--- src/rtl/vec3_pkg.sv ---
// Shared types, widths and per-op helpers for the vec3 operation sequencer.
// Optional feature macro: VEC3_SEQ_ORTHO_EN (enables op 6, ORTHO).
package vec3_pkg;

  localparam int OPW = 8;
  localparam int RESW = 16;

  typedef enum logic [2:0] {
    OP_ADD    = 3'd0,
    OP_SUB    = 3'd1,
    OP_CROSS  = 3'd2,
    OP_SCALAR = 3'd3,
    OP_DOT    = 3'd4,
    OP_ILL5   = 3'd5,
    OP_ORTHO  = 3'd6,
    OP_ILL7   = 3'd7
  } op_t;

  typedef enum logic [1:0] {
    ST_IDLE = 2'd0,
    ST_RUN  = 2'd1,
    ST_DONE = 2'd2
  } state_t;

  function automatic logic [2:0] step_count(input op_t op);
    return (op == OP_CROSS) ? 3'd6 : 3'd3;
  endfunction

  function automatic logic is_legal(input op_t op);
    case (op)
      OP_ADD, OP_SUB, OP_CROSS, OP_SCALAR, OP_DOT: return 1'b1;
`ifdef VEC3_SEQ_ORTHO_EN
      OP_ORTHO: return 1'b1;
`endif
      default: return 1'b0;
    endcase
  endfunction

endpackage

--- src/rtl/vec3_mul8.sv ---
// Combinational 8x8 -> 16 unsigned multiplier, time-shared by the sequencer.
module vec3_mul8
  import vec3_pkg::*;
(
  input  logic [OPW-1:0]  i_a,
  input  logic [OPW-1:0]  i_b,
  output logic [RESW-1:0] o_p
);

  assign o_p = RESW'(i_a) * RESW'(i_b);

endmodule

--- src/rtl/vec3_op_sequencer.sv ---
// Multi-cycle 3D-vector ALU: one shared multiplier and one add/sub unit, one step per cycle.
// Optional feature macro: VEC3_SEQ_ORTHO_EN (ORTHO op and the ortho flag).
//
// Handshakes: a transfer happens on a rising clk edge where valid && ready are both high;
// in_ready is high only in IDLE, out_valid only in DONE, and outputs hold until out_ready.
module vec3_op_sequencer
  import vec3_pkg::*;
(
  input  logic            clk,
  input  logic            rst_n,
  input  logic            in_valid,
  output logic            in_ready,
  input  logic [2:0]      op,
  input  logic [OPW-1:0]  ax,
  input  logic [OPW-1:0]  ay,
  input  logic [OPW-1:0]  az,
  input  logic [OPW-1:0]  bx,
  input  logic [OPW-1:0]  by,
  input  logic [OPW-1:0]  bz,
  output logic            out_valid,
  input  logic            out_ready,
  output logic [RESW-1:0] rx,
  output logic [RESW-1:0] ry,
  output logic [RESW-1:0] rz,
  output logic [RESW-1:0] ans,
  output logic            ortho,
  output logic            err,
  output logic [1:0]      dbg_state
);

  state_t          r_state, w_next_state;
  op_t             r_op;
  logic            r_in_ready;
  logic [2:0]      r_step;
  logic [OPW-1:0]  r_ax, r_ay, r_az, r_bx, r_by, r_bz;
  logic [RESW-1:0] r_rx, r_ry, r_rz, r_ans, r_tmp;
  logic            r_err;
  logic            w_accept;
  logic [OPW-1:0]  w_ai, w_bi, w_mul_a, w_mul_b;
  logic [RESW-1:0] w_prod, w_as_a, w_as_b, w_as_y;
  logic            w_as_sub;

  assign w_accept = in_valid && r_in_ready;

  always_comb begin
    w_next_state = r_state;
    case (r_state)
      ST_IDLE: if (w_accept) w_next_state = ST_RUN;
      ST_RUN:  if (!is_legal(r_op) || r_step == step_count(r_op) - 3'd1) w_next_state = ST_DONE;
      ST_DONE: if (out_ready) w_next_state = ST_IDLE;
      default: w_next_state = ST_IDLE;
    endcase
  end

  // Component i of a and b for the element-wise ops.
  always_comb begin
    w_ai = r_az;
    w_bi = r_bz;
    case (r_step)
      3'd0: begin w_ai = r_ax; w_bi = r_bx; end
      3'd1: begin w_ai = r_ay; w_bi = r_by; end
      default: ;
    endcase
  end

  always_comb begin
    w_mul_a  = '0;
    w_mul_b  = '0;
    w_as_a   = '0;
    w_as_b   = '0;
    w_as_sub = 1'b0;
    case (r_op)
      OP_ADD, OP_SUB: begin
        w_as_a   = RESW'(w_ai);
        w_as_b   = RESW'(w_bi);
        w_as_sub = (r_op == OP_SUB);
      end
      OP_SCALAR: begin
        w_mul_a = w_ai;
        w_mul_b = r_bx;
      end
      OP_DOT, OP_ORTHO: begin
        w_mul_a = w_ai;
        w_mul_b = w_bi;
        w_as_a  = r_ans;
        w_as_b  = w_prod;
      end
      OP_CROSS: begin
        // Even steps produce the minuend (kept in r_tmp), odd steps the subtrahend.
        case (r_step)
          3'd0: begin w_mul_a = r_ay; w_mul_b = r_bz; end
          3'd1: begin w_mul_a = r_az; w_mul_b = r_by; end
          3'd2: begin w_mul_a = r_az; w_mul_b = r_bx; end
          3'd3: begin w_mul_a = r_ax; w_mul_b = r_bz; end
          3'd4: begin w_mul_a = r_ax; w_mul_b = r_by; end
          default: begin w_mul_a = r_ay; w_mul_b = r_bx; end
        endcase
        w_as_a   = r_tmp;
        w_as_b   = w_prod;
        w_as_sub = 1'b1;
      end
      default: ;
    endcase
  end

  vec3_mul8 u_mul (
    .i_a (w_mul_a),
    .i_b (w_mul_b),
    .o_p (w_prod)
  );

  assign w_as_y = w_as_sub ? (w_as_a - w_as_b) : (w_as_a + w_as_b);

`ifdef VEC3_SEQ_ORTHO_EN
  logic r_ortho;
  always_ff @(posedge clk or negedge rst_n) begin
    if (!rst_n)                   r_ortho <= 1'b0;
    else if (w_accept)            r_ortho <= 1'b0;
    else if (r_state == ST_RUN && r_op == OP_ORTHO && r_step == 3'd2)
                                  r_ortho <= (w_as_y == '0);
  end
  assign ortho = r_ortho;
`else
  assign ortho = 1'b0;
`endif

  always_ff @(posedge clk or negedge rst_n) begin
    if (!rst_n) begin
      r_state    <= ST_IDLE;
      r_in_ready <= 1'b0;
      r_op       <= OP_ADD;
      r_step     <= '0;
      r_ax <= '0; r_ay <= '0; r_az <= '0;
      r_bx <= '0; r_by <= '0; r_bz <= '0;
      r_rx <= '0; r_ry <= '0; r_rz <= '0;
      r_ans <= '0; r_tmp <= '0;
      r_err <= 1'b0;
    end else begin
      r_state    <= w_next_state;
      r_in_ready <= (w_next_state == ST_IDLE);
      if (w_accept) begin
        r_op   <= op_t'(op);
        r_step <= '0;
        r_ax <= ax; r_ay <= ay; r_az <= az;
        r_bx <= bx; r_by <= by; r_bz <= bz;
        r_rx <= '0; r_ry <= '0; r_rz <= '0;
        r_ans <= '0; r_tmp <= '0;
        r_err <= 1'b0;
      end else if (r_state == ST_RUN) begin
        r_step <= r_step + 3'd1;
        if (!is_legal(r_op)) begin
          r_err <= 1'b1;
        end else begin
          case (r_op)
            OP_ADD, OP_SUB, OP_SCALAR: begin
              case (r_step)
                3'd0:    r_rx <= (r_op == OP_SCALAR) ? w_prod : w_as_y;
                3'd1:    r_ry <= (r_op == OP_SCALAR) ? w_prod : w_as_y;
                default: r_rz <= (r_op == OP_SCALAR) ? w_prod : w_as_y;
              endcase
            end
            OP_DOT, OP_ORTHO: r_ans <= w_as_y;
            OP_CROSS: begin
              if (!r_step[0]) r_tmp <= w_prod;
              else case (r_step[2:1])
                2'd0:    r_rx <= w_as_y;
                2'd1:    r_ry <= w_as_y;
                default: r_rz <= w_as_y;
              endcase
            end
            default: ;
          endcase
        end
      end
    end
  end

  assign in_ready  = r_in_ready;
  assign out_valid = (r_state == ST_DONE);
  assign rx        = r_rx;
  assign ry        = r_ry;
  assign rz        = r_rz;
  assign ans       = r_ans;
  assign err       = r_err;
  assign dbg_state = r_state;

endmodule
--- config.mk ---
export PLATFORM = sky130hd
export DESIGN_NAME = vec3_op_sequencer
export DESIGN_NICKNAME = d
export VERILOG_FILES = /design/src/rtl/vec3_pkg.sv /design/src/rtl/vec3_mul8.sv /design/src/rtl/vec3_op_sequencer.sv
export SDC_FILE = /design/constraint.sdc
export NUM_CORES = 1
export LEC_CHECK = 0
export CORE_MARGIN = 2
export CORE_UTILIZATION = 30
export DETAILED_ROUTE_END_ITERATION = 10
export GPL_ROUTABILITY_DRIVEN = 0
export MAX_ROUTING_LAYER = met4
export SYNTH_ARGS = -nofsm -noshare
export SYNTH_HDL_FRONTEND = slang
export SYNTH_SLANG_ARGS = --single-unit
--- constraint.sdc ---
create_clock -name clk -period 9.87 [get_ports clk]
set_input_delay 0.987 -clock clk [delete_from_list [all_inputs] [get_ports clk]]
set_output_delay 0.987 -clock clk [all_outputs]
set_load 0.05 [all_outputs]
==> results of run 1 <==
[cell families (layout without fill, tap and decap cells)]
kind of cell	count (synthesis)	in the layout
other	1	1
xor gates and xnor gates	28	28
muxes	21	21
DFF	138	138
AOI/OAI and AO/OA	314	314
and+or+nand+nor	559	559
buffers and inverters	133	250
adders and majority gates	94	94
[cell usage in the layout, fill, tap and decap left out, drive strengths merged, types with 6 or more instances in the layout]
master / netlist / routed
nand2: 302 / 302
and2: 8 / 8
dfrtp: 138 / 138
nor3: 13 / 13
nor2: 152 / 152
mux2: 15 / 15
fa: 37 / 37
o31ai: 14 / 14
ha: 57 / 57
nor2b: 10 / 10
o21a: 6 / 6
a21o: 10 / 10
nand2b: 9 / 9
inv: 66 / 69
or2: 21 / 21
or3: 10 / 10
a31oi: 6 / 6
clkbuf: 50 / 21
xor2: 6 / 6
nand3: 14 / 14
a211oi: 27 / 27
a21oi: 96 / 96
mux2i: 6 / 6
xnor2: 20 / 20
clkdlybuf4s50: 0 / 122
a22o: 18 / 18
o21ai: 50 / 50
buf: 17 / 30
a22oi: 36 / 36
[timing repair]
action                     CTS  global route
setup endpoints to repair    0             8
resized for setup            0             5
buffers inserted             0             0
[area by class of cell]
cell class              count  share of cell area
multi-input cells        1017              0.5066
flip-flops and latches    138              0.2683
repair buffers            152              0.1127
well taps                 455             0.04424
clock buffers              21             0.03655
inverters                  66             0.01925
clock inverters            11             0.01235
[sequential cells by signal, summed over array words and instances (netlist names)]
name	flops
err	1
r_bx	8
ry	16
rx	16
r_step	3
rz	16
dbg_state	2
r_by	8
r_tmp	16
ans	16
r_az	8
in_ready	1
r_ay	8
r_op	3
r_bz	8
r_ax	8
[metrics by stage]
stage / instances / area (um2) / hold WS, ps / utilization
3_3_place_gp: 1828 / 12210 / 453.5 / 0.3544
5_1_grt: 1860 / 12870 / 489.6 / 0.3735
2_1_floorplan: 1288 / 10450 / 462.8 / -
4_1_cts: 1860 / 12840 / 473.9 / 0.3727
6_report: 1860 / 12870 / 468.7 / 0.3735
3_5_place_dp: 1828 / 12210 / 459.1 / 0.3544
[worst max-delay path: cells and delay by family, from the launching register on]
kind                     cells  cell delay [ps]
flip-flops                   1              470
AO/OA/AOI/OAI                9             2040
adder cells (fa/ha/maj)      7             3020
AND/OR/NAND/NOR              9             2050
multiplexers                 1              290
buffers and inverters        5              700
XOR/XNOR                     2              410
[metal layers]
| metal | wire length [um] | track usage | vias up |
|---|---|---|---|
| met5 | 0 | - | - |
| met3 | 1095 | 0.02079 | 45 |
| met2 | 15220 | 0.3011 | 246 |
| met4 | 821 | 0.06798 | 0 |
| met1 | 15380 | 0.2546 | 4749 |
| li1 | - | - | 4627 |
[worst max path at each step]
stage | to | slack [ps]
after floorplan | rx[15] | 1450
after global placement | ry[13] | 770
after detailed placement | ry[13] | 520
after CTS | ry[13] | 520
after global routing | ry[13] | 20
final | ry[13] | 700
==> summary.txt, run 1 <==
Status
  • Status: completed

Clocking
  • Clock-pin slew on the worst setup and hold paths: 60 ps
  • Clock tree from TritonCTS: yes
  • Clock Root Buffer: clkbuf_16
  • Max Root-Sink Buffers: 2
  • Clock latency at the later pin of the worst-skew pair: 430 ps
  • Cts-stage hold buffer count: 0
  • Clock sinks: 138
  • Cts bufs inserted: 17
  • H-Tree Depth: 4

Min path
  • Worst hold path endpoint: rx[5]
  • Hold/Removal Path Class: flip-flop to flip-flop
  • Hold Path Depth: 2
  • Hold path start: rx[5]

Timing
  • Slew Viols, Final: 0
  • Post-route clock skew: 11.70 ps
  • Fmax: 109.1 MHz
  • Endpoints failing setup: 0
  • Slew headroom: 0.2261
  • Period utilization: 0.9290
  • Tmin final: 9169 ps
  • Unrepaired setup endpoints after global routing: no
  • TNS Setup: 0 ps
  • Least-Margin Pin Slew: 1157 ps
  • Final Hold Fails: 0
  • Post-route setup slack: 701.0 ps

Synthesis
  • Xor/xnor share of the synthesized area: 0.02610
  • Post-synth top flop: dfrtp_1
  • Synth top area share: 0.3305
  • Synthesized flop and latch total: 138
  • Synth cell count leaders: nand2_1 (302), nor2_1 (151), dfrtp_1 (138), a21oi_1 (96), inv_1 (66)
  • Area share of and/or/nand/nor cells after synthesis: 0.2255
  • Synth Instances: 1288
  • Post-synth EDFFs: 0
  • Mux contribution to synthesized area: 0.02263
  • Post-Synth Adder-Cell Area: 0.1391
  • Ys async rst share: 1.000
  • Synth top area cells: dfrtp_1 (33%), nand2_1 (11%), fa_1 (7.1%), ha_1 (6.8%), nor2_1 (5.4%)
  • Mapped Avg Cell Area: 8.113 um2
  • Cell variety after synth: 76
  • Synthesized cell area: 0.01045 mm2
  • Syn Nets: 1437
  • Cell taking the most area after synthesis: dfrtp_1
  • Yosys warning count: 0
  • Synth Area in Compound Gates: 0.2064
  • Largest family of logic cells by synthesized area: simple AND/OR/NAND/NOR gates
  • Seq/Total Area, Yosys: 0.3305
  • Count leader, synth: nand2_1

Finish
  • Nets: 1541
  • Filler cell count: 3562
  • P&R area growth vs syn: 23.16%
  • FF/Latch Area: 0.003453 mm2
  • Share of layout cells above drive strength 1: 0.07972
  • ANT cells: 0
  • Multi-input logic area: 0.006520 mm2

Route
  • Vias per Instance: 5.197
  • Residual DRC count: 0
  • Initial DRC count: 760
  • ANT nets after route: 0
  • DR WL/cell: 17.48 um
  • DR pass1 iterations: 6
  • Total Wirelength: 32520 um
  • Vias post-DR: 9667

Floorplanning
  • Initial Util: 0.3033
  • Die width: 190.6 um
  • Site Rows: 68
  • Die height: 190.6 um
  • IO Pins: 125
  • Full die area: 0.03634 mm2
  • Core Box Area: 0.03446 mm2

Setup path
  • R2r startpoint: r_step[0]
  • CP peak stage delay: 540 ps
  • Crit-path max FO: 29
  • Crit path kind: flip-flop to flip-flop
  • Critical path arrival: 9480 ps
  • Crit path launch: r_step[0]
  • R2R Setup Slk: 700 ps
  • End of the worst register-to-register path: ry[13]
  • Worst setup SP type: flip-flop
  • CP required: 10190 ps
  • Crit. End Element: flip-flop
  • Worst path slowest cell: fa_1
  • Reg2Reg Depth: 33

Placement
  • Port bufs: 123
  • Place WS: 522.7 ps
  • Post-DP HPWL: 24580 um

Global routing
  • Largest net degree at the start of global routing: 78
  • Grt total ovfl: 0
  • First-pass GRT wire length: 53500 um
  • GRT Util Overall: 0.1910
  • Initial antenna violation count: 0
  • Vias in the first global route: 9877

Flow run
  • Max-Cap Viols: 0
Power of run 1 is not shown: default switching activity piles up to over one toggle a cycle in this logic, so the estimate is an artifact.
==> run 2, diff against run 1 <==
==> constraint.sdc (replaced) <==
create_clock -name clk -period 9.87 [get_ports clk]
set_input_delay 0.987 -clock clk [delete_from_list [all_inputs] [get_ports clk]]
set_output_delay 0.987 -clock clk [all_outputs]
set_load 0.1 [all_outputs]
==> results of run 2 <==
Same layout as run 1: the final DEF is identical, and so are final timing and power.
Power of run 2 is left out for the same reason.
